**src/rtl/fetch_unit.sv**
```systemverilog
// Instruction-fetch front end: owns the PC, drives a 1-cycle-latency imem and buffers {pc, word} for decode.
// Optional FETCH_BYPASS_EN: an arriving word skips the empty buffer and reaches decode in the same cycle.
module fetch_unit #(
  parameter int                   DATAWIDTH = 32,
  parameter int                   ADDRWIDTH = 12,
  parameter int                   FIFODEPTH = 4,
  parameter logic [ADDRWIDTH-1:0] RESETPC   = '0
) (
  input  logic                 clk_i,
  input  logic                 rst_ni,
  output logic                 imem_re_o,
  output logic [ADDRWIDTH-1:0] imem_raddr_o,
  input  logic [DATAWIDTH-1:0] imem_rdata_i,
  input  logic                 redirect_i,
  input  logic [ADDRWIDTH-1:0] redirect_pc_i,
  output logic                 instr_valid_o,
  input  logic                 instr_ready_i,
  output logic [DATAWIDTH-1:0] instr_o,
  output logic [ADDRWIDTH-1:0] instr_pc_o
);

  localparam int PW = $clog2(FIFODEPTH);
  localparam int CW = PW + 1;

  typedef logic [ADDRWIDTH-1:0] addr_t;
  typedef logic [DATAWIDTH-1:0] word_t;

  addr_t          r_pc;
  addr_t          r_issued_pc;
  logic           r_inflight;
  addr_t          r_fifo_pc   [FIFODEPTH];
  word_t          r_fifo_data [FIFODEPTH];
  logic [PW-1:0]  r_wptr;
  logic [PW-1:0]  r_rptr;
  logic [CW-1:0]  r_count;

  logic           w_empty;
  logic           w_full;
  logic           w_resp_ok;
  logic           w_bypass;
  logic           w_pop;
  logic           w_fifo_pop;
  logic           w_push;
  logic           w_issue;
  logic [CW:0]    w_credit;

  assign w_empty   = (r_count == '0);
  assign w_full    = (r_count == CW'(FIFODEPTH));
  // A response is dropped in the redirect cycle; nothing is issued then, so the next cycle is clean too.
  assign w_resp_ok = r_inflight & ~redirect_i;

`ifdef FETCH_BYPASS_EN
  assign w_bypass = w_empty & w_resp_ok;
`else
  assign w_bypass = 1'b0;
`endif

  always_comb begin
    instr_valid_o = ~w_empty;
    instr_o       = r_fifo_data[r_rptr];
    instr_pc_o    = r_fifo_pc[r_rptr];
`ifdef FETCH_BYPASS_EN
    if (w_bypass) begin
      instr_valid_o = 1'b1;
      instr_o       = imem_rdata_i;
      instr_pc_o    = r_issued_pc;
    end
`endif
  end

  assign w_pop      = instr_valid_o & instr_ready_i;
  assign w_fifo_pop = w_pop & ~w_empty;
  assign w_push     = w_resp_ok & ~(w_bypass & instr_ready_i);

  // Credit counts the slot reserved by the read in flight, so a full buffer can never be pushed.
  assign w_credit  = (CW+1)'(r_count) + (CW+1)'(r_inflight) - (CW+1)'(w_pop);
  assign w_issue   = rst_ni & ~redirect_i & (w_credit < (CW+1)'(FIFODEPTH));
  assign imem_re_o    = w_issue;
  assign imem_raddr_o = r_pc;

  // NOTE: the buffer storage is reset because instr_o/instr_pc_o must read zero during reset;
  // every sequential block here uses non-blocking assignments so all state updates see pre-edge values.
  always_ff @(posedge clk_i or negedge rst_ni) begin
    if (!rst_ni) begin
      for (int i = 0; i < FIFODEPTH; i++) begin
        r_fifo_pc[i]   <= '0;
        r_fifo_data[i] <= '0;
      end
    end else if (w_push) begin
      r_fifo_pc[r_wptr]   <= r_issued_pc;
      r_fifo_data[r_wptr] <= imem_rdata_i;
    end
  end

  always_ff @(posedge clk_i or negedge rst_ni) begin
    if (!rst_ni) begin
      r_pc        <= RESETPC;
      r_issued_pc <= '0;
      r_inflight  <= 1'b0;
      r_wptr      <= '0;
      r_rptr      <= '0;
      r_count     <= '0;
    end else if (redirect_i) begin
      r_pc       <= redirect_pc_i;
      r_inflight <= 1'b0;
      r_wptr     <= '0;
      r_rptr     <= '0;
      r_count    <= '0;
    end else begin
      r_inflight <= w_issue;
      if (w_issue) begin
        r_pc        <= r_pc + addr_t'(1);
        r_issued_pc <= r_pc;
      end
      if (w_push)     r_wptr <= r_wptr + PW'(1);
      if (w_fifo_pop) r_rptr <= r_rptr + PW'(1);
      r_count <= r_count + CW'(w_push) - CW'(w_fifo_pop);
    end
  end

  a_no_overflow : assert property (@(posedge clk_i) disable iff (!rst_ni) !(w_push && w_full));

endmodule

```
**config.mk**
```make
export PLATFORM = sky130hd
export DESIGN_NAME = fetch_unit
export DESIGN_NICKNAME = d
export VERILOG_FILES = /design/src/rtl/fetch_unit.sv
export SDC_FILE = /design/constraint.sdc
export NUM_CORES = 1
export LEC_CHECK = 0
export ABC_AREA = 1
export BUFFER_PORTS_ARGS = -buffer_cell sky130_fd_sc_hd__buf_2
export CAP_MARGIN = 10
export CORE_MARGIN = 2
export CORE_UTILIZATION = 35
export DETAILED_ROUTE_END_ITERATION = 8
export PLACE_DENSITY = 0.58
export SLEW_MARGIN = 20
export SYNTH_ARGS = -nofsm -noshare
export SYNTH_HDL_FRONTEND = slang
export SYNTH_SLANG_ARGS = --single-unit
```
**constraint.sdc**
```tcl
create_clock -name clk_i -period 3 [get_ports clk_i]
set_clock_uncertainty 0.15 [all_clocks]
set_input_delay 0.15 -clock clk_i [delete_from_list [all_inputs] [get_ports clk_i]]
set_output_delay 0.15 -clock clk_i [all_outputs]
set_load 0.005 [all_outputs]
```
Word-level counts from Yosys, hierarchy flattened
Index checks and enable logic that the tools add are counted.
W data, S select, Z words.
Cells by class
  bitwise gates (word level): 9
  reduce and logical (&&, ||, !) cells: 6
  $lt $le $gt $ge: 4
  mux-type cells: 20
  add/sub/neg operators: 7
Operators by type and width (count)
  $bwmux W128: 1
  $mux W32: 3
  $bmux W32 S2: 1
  $demux W32 S2: 1
  $mux W12: 5
  $bwmux W48: 1
  $bmux W12 S2: 1
  $demux W12 S2: 1
  $add A12 B1 Y12 const B: 1
  $mux W2: 4
  $ge A3 B3 Y1 const B: 2
  $not A2 Y3: 2
  $reduce_bool A2 Y1: 3
  $and A1 B1 Y1: 5
  $add A2 B1 Y2 const B: 2
  $add A3 B1 Y4: 1
  $lt A4 B3 Y1 const B: 1
  $sub A4 B1 Y4: 1
  $add A3 B1 Y3: 1
  $logic_not A3 Y1: 1
  $lt A3 B1 Y1 const B: 1
  $mux W3: 1
  $sub A3 B1 Y3: 1
  $not A1 Y1: 2
  3 further kinds: 3
Word-level totals
  output and inout bits: 58
  logic and storage cells: 60
  bits in registers: 208

Longest topological paths before layout
  depth after elaboration: 8
  gate-level depth with buffers: 16

Worst setup path before layout
Ideal clock, no wire load.
  kind: register to register
  from: register r_count[1]
  to: register r_pc[10] (netlist: imem_raddr_o[10])
  clock period less this slack: 2.220 ns
  stages on the path, launching flop included: 16
  slack: 0.780 ns
  required time: 2.733 ns
  setup time: 0.117 ns
  arrival: 1.953 ns
  cell sequence: dfrtp_1 -> inv_1 -> nand3_1 -> and2_1 -> ha_1 -> inv_1 -> ha_1 -> nand2_1 -> inv_1 -> nand2_1 -> nand2_1 -> nand2_1 -> nand4_4 -> buf_2 -> nand3_1 -> nand2_1
On the way
  longest elaborated chain between the ends: 7
  elaborated cells between the ends (all ways): 8
  those cells by class: add/sub: 2; order compare: 1; bitwise: 3; reduce/logical: 2
RTL lines
  start, declared: RTL line 35  | logic [CW-1:0] r_count;
  start signal, assigned: RTL line 117  | r_count <= r_count + CW'(w_push) - CW'(w_fifo_pop);
  $logic_not A3 Y1: RTL line 47  | assign w_empty = (r_count == '0);
  $not A1 Y1: RTL line 59  | instr_valid_o = ~w_empty;
  named net instr_valid_o: RTL line 16  | output logic instr_valid_o,
  $and A1 B1 Y1: RTL line 71  | assign w_pop = instr_valid_o & instr_ready_i;
  $sub A4 B1 Y4: RTL line 76  | assign w_credit = (CW+1)'(r_count) + (CW+1)'(r_inflight) - (CW+1)'(w_pop);
  $lt A4 B3 Y1: RTL line 77  | assign w_issue = rst_ni & ~redirect_i & (w_credit < (CW+1)'(FIFODEPTH));
  $and A1 B1 Y1: RTL line 77
  $reduce_bool A2 Y1 (no line)
  end signal, assigned: RTL line 104  | r_pc <= redirect_pc_i;
  end signal, assigned: RTL line 112  | r_pc <= r_pc + addr_t'(1);
  end, declared: RTL line 28  | addr_t r_pc;
The timed path passes the listed nets, and every way through them passes these cells.
A chain may end at the register's enable or synchronous reset.

Worst setup path in the final report
  from: register r_count[2]
  to: output port imem_re_o
On the way
  longest elaborated chain between the ends: 6
  elaborated cells between the ends (all ways): 7
  those cells by class: add/sub: 2; order compare: 1; bitwise: 3; reduce/logical: 1
RTL lines
  parallel branches: the longest is 3 deep, another holds $add A3 B1 Y4
  $sub A4 B1 Y4 (*): RTL line 76
  $lt A4 B3 Y1 (*): RTL line 77
  $and A1 B1 Y1 (*): RTL line 77
  end, declared: RTL line 11  | output logic imem_re_o,
Every way passes the cells marked *.

==> results.json <==
{
  "netlist_area_um2": 9410,
  "placed_cell_area_um2": 10100,
  "ys_types": 27,
  "drc_errors": 0,
  "synth_area_leaders": "dfrtp_1 55%, nand2_1 11%, o21ai_0 11%",
  "max_cap_violations": 0,
  "drt_wl_total_um": 23100,
  "syn_nets": 1168,
  "cts_tree": "built",
  "synthArstFlopShare_pct": 100,
  "setup_viol_count_final": 0,
  "hold_class": "primary input to async pin",
  "synthCells": 1109,
  "utilization_pct": 43.0,
  "tightest_slew_ns": 0.983,
  "ant_nets": 0,
  "area_growth_pct": 21.8,
  "grt_pass1_vias": 7426,
  "route.vias.total": 7749,
  "crit_slowest_cell": "dfrtp_1",
  "cts.sinks": 208,
  "clock_path_buffers": 3,
  "gp_congestion": 0.813,
  "gr-usage-all-layers_pct": 16.7,
  "fp.coreArea_um2": 26700,
  "crit_top_cell": "nand2_1",
  "finalWorstSetupSlack_ns": 0.229,
  "worstRegToRegCells": 16,
  "drtIter0Drc": 594,
  "peakVddDrop_mv": 0.380,
  "post-route-period-util_pct": 92.4,
  "relSlewSlack_pct": 34.5,
  "start_util_pct": 35.3,
  "htree_levels": 1,
  "fin_total_pwr_mw": 10.1,
  "finalHoldViolations": 0,
  "netlist.area_leader.share_pct": 55.3,
  "grt_start_max_net_pins": 117,
  "cts_made_buffers": 23,
  "p_leak_nw": 5.64,
  "cp-end-kind": "primary output",
  "slew_violations": 0,
  "portBuffers": 105,
  "tns_ns": 0,
  "synth.avg_cell_area_um2": 8.48,
  "startpoint": "r_count[2]",
  "max_freq_mhz": 361,
  "outcome": "complete, no violations",
  "diodes": 0,
  "fin_nets": 1293,
  "dr.pass1.iters": 5,
  "fin_area_um2": 11500,
  "dp_slack_ns": 0.545,
  "antenna_found_initial": 0,
  "dominantRegCellSynth": "dfrtp_1",
  "grt_overflow": 0,
  "io_pins": 106,
  "cp_max_fo": 6,
  "yosysTopAreaCell": "dfrtp_1",
  "pwr_density_cell_nw_per_um2": 884,
  "crit_path_cell_trace": "inv_1 > nand3_1 > and2_1 > ha_1 > inv_1 > ha_1 > nand2_1 > inv_1 > nand2_1 > nand2_1 > nand2_1 > nand4_4 > inv_2 > buf_2",
  "worstSetupStartpointType": "register",
  "r2r_setup_slack_ns": 0.53,
  "crit_type": "register to primary output",
  "die_w_um": 168,
  "r2r-start": "r_count[2]",
  "dieHeight_um": 168,
  "ys_warn_count": 0,
  "required_ns": 2.70,
  "r2r-end": "imem_raddr_o[8]",
  "dieArea_um2": 28200,
  "wl_per_cell_um": 14.5,
  "synth_edf_count": 0,
  "crit_arrival_ns": 2.47,
  "rows": 60,
  "clock_latency_ns": 0.51,
  "ys_ff_latch": 208,
  "grt_pass1_wl_um": 38800,
  "viasPerCell": 4.87,
  "root_buffer": "clkbuf_16",
  "ys_seq_area_share_pct": 55.3,
  "dp_hpwl_um": 13600,
  "synthTopCellsByCount": "267 x nand2_1, 208 x dfrtp_1, 198 x o21ai_0",
  "rsz0062_at_grt": "no",
  "yosysMostFrequentCell": "nand2_1",
  "period_minus_slack_ns": 2.77,
  "clk_pin_slew_ns": 0.06,
  "cpPeakStageDelay_ns": 0.37,
  "layout-drive-gt1-share_pct": 14.3
}
## layout by cell type, fill, tap and decap left out, drive strengths merged
cell type and instances:
a21oi 5, and2 1, buf 123, bufinv 4, clkbuf 35, clkinv 3, dfrtp 208, dlygate4sd3 47
fa 1, ha 10, inv 76, nand2 272, nand3 24, nand4 3, nor2 105, o21ai 289
o22ai 44
## cells by family after synthesis
group / Yosys count / synth area share [%]
adders and majority gates: 11 / 1.54
and+or+nand+nor: 405 / 17.3
AOI/OAI and AO/OA: 338 / 18.8
DFF: 208 / 55.3
buffers and inverters: 147 / 7.06
## layer usage
layer  share of wire (%)  global-route usage [%]  wire, um
met2                  44                    26.6     10200
met1                  49                    24.3     11400
met5                   0                       0         0
met4                 1.4                    2.91       318
met3                 5.5                    2.87      1280
## through the flow
| stage | instances | hold WS (ns) |
|---|---|---|
| floorplan | 1109 | -0.296 |
| global placement | 1498 | -0.0843 |
| detailed placement | 1498 | -0.0813 |
| CTS | 1587 | 0.0561 |
| global route | 1591 | 0.0707 |
| finish | 1591 | 0.0703 |
## where the power goes
| part | internal, mW | total [mW] | leakage, nW | switching (mW) |
|---|---|---|---|---|
| clock network | 1.90 | 3.01 | 0.401 | 1.11 |
| registers | 3.52 | 3.98 | 2.81 | 0.460 |
| logic | 1.29 | 3.14 | 2.44 | 1.84 |
| total | 6.71 | 10.1 | 5.64 | 3.41 |
## registers in the layout, indices dropped and copies added, names as in the netlist
| register | count |
|---|---|
| r_count | 3 |
| r_wptr | 2 |
| r_fifo_pc | 48 |
| r_inflight | 1 |
| r_fifo_data | 128 |
| r_rptr | 2 |
| r_issued_pc | 12 |
| imem_raddr_o | 12 |
## area by class of cell
cell class,count,area (um^2)
clock buffers,34,677
well taps,341,427
repair buffers,171,1180
flip-flops and latches,208,5210
inverters,76,285
clock inverters,7,135
fillers,2675,15200
multi-input cells,754,3540
## timing repair
item / in CTS / in global routing
setup buffers: 0 / 4
gates resized for setup: 1 / 0
pin swaps: 0 / 0
endpoints found under the hold margin: 330 / 0
endpoints found under the setup margin: 1 / 1
hold buffers: 48 / 0
## worst max-delay path: cells and delay by family (launching register included)
kind,cells,cell delay [ns]
simple gates,7,0.73
flops,1,0.37
fa+ha+maj,2,0.41
buf+inv,5,0.44
## worst max path at each step
stage | endpoint | slack (ns)
final | imem_re_o | 0.23
after global routing | imem_re_o | 0.009
after CTS | imem_re_o | 0.04
after detailed placement | imem_raddr_o[2] | 0.54
after global placement | imem_re_o | 0.57
after floorplan | imem_raddr_o[10] | 0.78
Power figures use the tool's default switching activity.
